<file path="src/rtl/addr_adder_pipe.sv">
// Pipelined address adder/subtractor. The carry chain is cut into STAGES slices,
// and each slice has its own register stage with valid/ready flow control.
module addr_adder_pipe #(
    parameter int WIDTH  = 32,
    parameter int STAGES = 2
) (
    input  logic             clk,
    input  logic             rst,
    input  logic             in_valid,
    output logic             in_ready,
    input  logic [WIDTH-1:0] a,
    input  logic [WIDTH-1:0] b,
    input  logic             sub,
    input  logic             cin,
    output logic             out_valid,
    input  logic             out_ready,
    output logic [WIDTH-1:0] s,
    output logic             cout,
    output logic             ovf
);

    localparam int SW  = WIDTH / STAGES;
    localparam int MSB = WIDTH - 1;

    // Pipeline state. a_r/bx_r carry the full operands forward so that later
    // slices and the final overflow check can reach them.
    logic [STAGES-1:0] valid_r;
    logic [STAGES-1:0] carry_r;
    logic [WIDTH-1:0]  a_r   [STAGES];
    logic [WIDTH-1:0]  bx_r  [STAGES];
    logic [WIDTH-1:0]  sum_r [STAGES];
    logic              ovf_r;

    logic [WIDTH-1:0]  bx_in_s;
    logic              cin_eff_s;
    logic [WIDTH-1:0]  src_a_s   [STAGES];
    logic [WIDTH-1:0]  src_bx_s  [STAGES];
    logic [WIDTH-1:0]  src_sum_s [STAGES];
    logic [WIDTH-1:0]  sum_nxt_s [STAGES];
    logic [SW:0]       slice_s   [STAGES];
    logic [STAGES-1:0] src_c_s;
    logic [STAGES-1:0] src_v_s;
    logic [STAGES-1:0] carry_nxt_s;
    logic [STAGES-1:0] tail_full_s;
    logic [STAGES-1:0] load_s;
    logic              ovf_nxt_s;

    // Subtract is a + ~b + ~cin, so B and the carry are inverted up front.
    always_comb begin
        if (sub) begin
            bx_in_s   = ~b;
            cin_eff_s = ~cin;
        end else begin
            bx_in_s   = b;
            cin_eff_s = cin;
        end
    end

    // Slice adders: each stage adds its own slice using the carry stored upstream.
    always_comb begin
        src_a_s[0]   = a;
        src_bx_s[0]  = bx_in_s;
        src_sum_s[0] = {WIDTH{1'b0}};
        src_c_s[0]   = cin_eff_s;
        src_v_s[0]   = in_valid;
        for (int k = 1; k < STAGES; k++) begin
            src_a_s[k]   = a_r[k-1];
            src_bx_s[k]  = bx_r[k-1];
            src_sum_s[k] = sum_r[k-1];
            src_c_s[k]   = carry_r[k-1];
            src_v_s[k]   = valid_r[k-1];
        end
        for (int k = 0; k < STAGES; k++) begin
            slice_s[k] = {1'b0, src_a_s[k][k*SW +: SW]}
                       + {1'b0, src_bx_s[k][k*SW +: SW]}
                       + {{SW{1'b0}}, src_c_s[k]};
            sum_nxt_s[k] = src_sum_s[k];
            sum_nxt_s[k][k*SW +: SW] = slice_s[k][SW-1:0];
            carry_nxt_s[k] = slice_s[k][SW];
        end
        ovf_nxt_s = (src_a_s[STAGES-1][MSB] == src_bx_s[STAGES-1][MSB]) &&
                    (sum_nxt_s[STAGES-1][MSB] != src_a_s[STAGES-1][MSB]);
    end

    // A stage may load unless it and every stage after it is full while the
    // output is stalled, so empty stages absorb data even under backpressure.
    always_comb begin
        tail_full_s = {STAGES{1'b0}};
        load_s      = {STAGES{1'b0}};
        for (int k = 0; k < STAGES; k++) begin
            tail_full_s[k] = &(valid_r | ~({STAGES{1'b1}} << k));
            load_s[k]      = out_ready | ~tail_full_s[k];
        end
    end

    // Stage registers; data only moves when a valid operation arrives.
    always_ff @(posedge clk) begin
        if (rst) begin
            valid_r <= {STAGES{1'b0}};
            carry_r <= {STAGES{1'b0}};
            ovf_r   <= 1'b0;
            for (int k = 0; k < STAGES; k++) begin
                a_r[k]   <= {WIDTH{1'b0}};
                bx_r[k]  <= {WIDTH{1'b0}};
                sum_r[k] <= {WIDTH{1'b0}};
            end
        end else begin
            for (int k = 0; k < STAGES; k++) begin
                if (load_s[k]) begin
                    valid_r[k] <= src_v_s[k];
                    if (src_v_s[k]) begin
                        a_r[k]     <= src_a_s[k];
                        bx_r[k]    <= src_bx_s[k];
                        sum_r[k]   <= sum_nxt_s[k];
                        carry_r[k] <= carry_nxt_s[k];
                    end
                end
            end
            if (load_s[STAGES-1] && src_v_s[STAGES-1]) begin
                ovf_r <= ovf_nxt_s;
            end
        end
    end

    assign in_ready  = load_s[0];
    assign out_valid = valid_r[STAGES-1];
    assign s         = sum_r[STAGES-1];
    assign cout      = carry_r[STAGES-1];
    assign ovf       = ovf_r;

endmodule

</file>
<file path="config.mk">
export PLATFORM = sky130hd
export DESIGN_NAME = addr_adder_pipe
export DESIGN_NICKNAME = d
export VERILOG_FILES = /design/src/rtl/addr_adder_pipe.sv
export SDC_FILE = /design/constraint.sdc
export NUM_CORES = 1
export LEC_CHECK = 0
export ABC_AREA = 1
export CAP_MARGIN = 10
export CORE_MARGIN = 2
export CORE_UTILIZATION = 35
export DETAILED_ROUTE_END_ITERATION = 7
export GPL_ROUTABILITY_DRIVEN = 0
export PLACE_DENSITY = 0.61
export SLEW_MARGIN = 20
export SYNTH_ARGS = -nofsm -noshare
export SYNTH_HDL_FRONTEND = slang
export SYNTH_SLANG_ARGS = --single-unit
</file>
<file path="constraint.sdc">
create_clock -name clk -period 4.35 [get_ports clk]
set_input_delay 0.87 -clock clk [delete_from_list [all_inputs] [get_ports clk]]
set_output_delay 0.87 -clock clk [all_outputs]
set_load 0.01 [all_outputs]
</file>
==> metrics.txt <==
outcome finished clean; CP top delay family buffers and inverters; utilization after layout a little under half; EDFF count, synth 80; Clk pwr share between 30% and 40%; Worst Max-Slew Pin Slew approximately 0.88 ns; CTS clk-pin slew, worst paths 0.06 ns; Final Instance Area ~0.0066 mm²; Hold Path Stages 2; CORE AREA ~0.014 mm²; largest net degree at the start of global routing 56; Psw about 0.63 mW; Synth top area share a little under half; register area share after synthesis 48.64%; ys flop type edfxtp_1; Worst-Skew Late Latency 0.33 ns; Synth area leaders edfxtp_1, nand2_1, ha_1; clk buf depth 2; htree depth 3; worst hold slack about 0.48 ns; Sw Ratio between 20% and 30%; drt drc 0; Die Width about 130 µm; Hold Vio Cnt, Final 0; main combinational cell family by area after synthesis simple AND/OR/NAND/NOR gates; CTS Buf Count 9; Rows 44; critical path cell sequence clkdlybuf4s50_1 -> inv_1 -> nand2_2 -> nor2_1 -> inv_1 -> clkdlybuf4s50_1; Die Area around 0.016 mm²; placed cell area 0.006321 mm²; RSZ-0062 raised after global routing false; CP Capture Type output pin; setup TNS 0 ns; arrival time at the worst endpoint around 2.1 ns; CTS tree done; Worst IR Drop VDD 179.1 µV; Hold-fix buffers, CTS 0; first-pass GRT wire length approximately 18 mm; number of I/O port buffers 105; Starting Density a little over a third; fillcell total around 1,400; postcts setup bufs 0; Ys Warns 0; final antenna diode count 0; Sequential cell area ~0.0025 mm²; critical path fanouts, max 3; antenna-violating nets left 0; CP Data Required Time 3.48 ns; sequential power share between 40% and 50%; wire length per cell ~12 µm; Tmin final 2.963 ns; Crit. path cell count 6; post-synthesis adder-cell area fraction 8.852%; leak pwr between 2 and 3 nW; GR Util All Layers between 10% and 20%; Routed WL between 10 and 15 mm; combinational share of power 24.7%; Worst Hold Class reg2reg; Root Buffer clkbuf_16; Relative slew margins 41.30%; GR Overflow Total 0; crit-path max cell delay roughly 0.47 ns; multiplexer area fraction after synthesis 0%; Final setup viols 0; clk_skew around 0.0069 ns; number of global-route vias before repair between 3,000 and 4,000; Avg Inst Size Synth between 8 and 9 µm²; antenna violations before repair 0; Nets 801; Finished Layout Cells 886; Synth Net Count between 600 and 700; Pwr per Cell Area approximately 340 mW/mm²; area of the multi-input gates 0.002140 mm²; Die Span Y 125.2 µm; FMAX around 0.34 GHz; Final period util roughly two thirds; synthesized instance count around 590; HPWL after detailed placement about 8.4 mm; Slew Viols, Final 0; Via density 4.547; cell taking the most area after synthesis edfxtp_1; xor-xnor portion of the synthesized cell area approximately 5.6%; number of buffers and inverters on the critical path 4; Max-Cap Viols 0; Async S/R FF share, synth 0%; CP Launch Type primary input; clock sinks 85; CP max-delay cell clkdlybuf4s50_1; Synth Area in Compound Gates between 7 and 8%; worst setup path class in2out; drt pass-1 iters 5; Post-Synth Simple-Gate Area 19.36%; share of cells above drive strength 1 around 3.1%; Pint between 1.5 and 2 mW; Yosys cell types 25; vias post-DR around 4,000; Cell Area, Synth slightly above 0.005 mm²; placed cells just under 900; FF-to-FF path depth 10; post-cts gate resize count 0; Yosys reg bits 85; Initial DRC Count slightly below 300; area grow syn2layout 27.87%; I/O pin count 106
## cell usage in the layout (no fill, tap or decap)
master,synthesis,final
nand2_1,134,133
clkdlybuf4s50_1,0,104
inv_1,95,95
nor2_1,92,92
edfxtp_1,80,80
a21oi_1,50,50
ha_1,30,30
nand3_1,21,21
xnor2_1,17,17
o21ai_0,17,17
xor2_1,16,16
clkbuf_16,0,9
nor3_1,6,6
dfxtp_1,5,5
fa_1,4,4
clkbuf_1,0,4
o21a_1,3,3
buf_4,1,3
nand2_2,1,2
o21bai_1,2,2
clkinv_2,0,2
nor2_2,1,1
o21ai_4,0,1
inv_2,1,1
o31ai_1,1,1
clkinvlp_4,0,1
buf_2,4,1
buf_12,5,1
## sequential cells by signal (all words and copies together), names as in the netlist
name / flops
sum_r: 48
a_r: 16
bx_r: 16
carry_r: 2
valid_r: 2
ovf: 1
## cell usage after synthesis (2+ instances only)
cell type,n
a21oi_1,50
buf_12,5
buf_2,4
dfxtp_1,5
edfxtp_1,80
fa_1,4
ha_1,30
inv_1,95
nand2_1,134
nand3_1,21
nor2_1,92
nor3_1,6
o21a_1,3
o21ai_0,17
o21bai_1,2
xnor2_1,17
xor2_1,16
## tightest hold or removal path, delay by kind of cell, from the launching register on
family	cells	cell delay, ns
AOI/OAI and AO/OA	1	0.06
buffers and inverters	1	0.07
DFF	1	0.31
## worst paths after layout
kind              slack, ns            to         from
hold reg to reg        0.48    valid_r[1]   valid_r[0]
setup / recovery       1.39      in_ready    out_ready
hold / removal         0.48    valid_r[1]   valid_r[0]
setup reg to reg       2.14  sum_r[0][62]  bx_r[0][16]
## cell families (layout without fill, tap and decap cells)
| family | count (synthesis) | count (layout) |
|---|---|---|
| AOI/OAI and AO/OA | 74 | 74 |
| and+or+nand+nor | 255 | 255 |
| buffers and inverters | 108 | 221 |
| DFF | 85 | 85 |
| xor gates and xnor gates | 33 | 33 |
| adders and majority gates | 34 | 34 |
## routing by layer
metal	GRT usage [%]	up-vias	wire [µm]
met1	19.80	1810	5300
li1	-	2103	-
met3	2.953	13	516
met5	0	-	0
met4	5.229	0	180
met2	23.37	103	5028
## final cells by class
type	count	area share, %
Sequential cell	85	38.04
Timing Repair Buffer	109	16.55
Tap cell	184	3.499
Inverter	96	5.477
Multi-Input combinational cell	396	32.52
Clock inverter	3	0.2663
Clock buffer	13	3.652
## stage by stage
stage / power [mW] / setup slack (ns)
floorplan: 1.382 / 1.386
global placement: 1.579 / 1.217
detailed placement: 1.589 / 1.192
CTS: 2.273 / 1.386
global route: 2.381 / 1.234
finish: 2.249 / 1.387
## power by group through the flow
stage	combinational, mW	sequential, mW	clock [mW]
3_5_place_dp	0.555	1.03	0
5_1_grt	0.630	1.02	0.726
3_3_place_gp	0.547	1.03	0
4_1_cts	0.558	1.02	0.697
2_1_floorplan	0.337	1.05	0
6_report	0.556	1.02	0.677
Power figures use the tool's default switching activity.
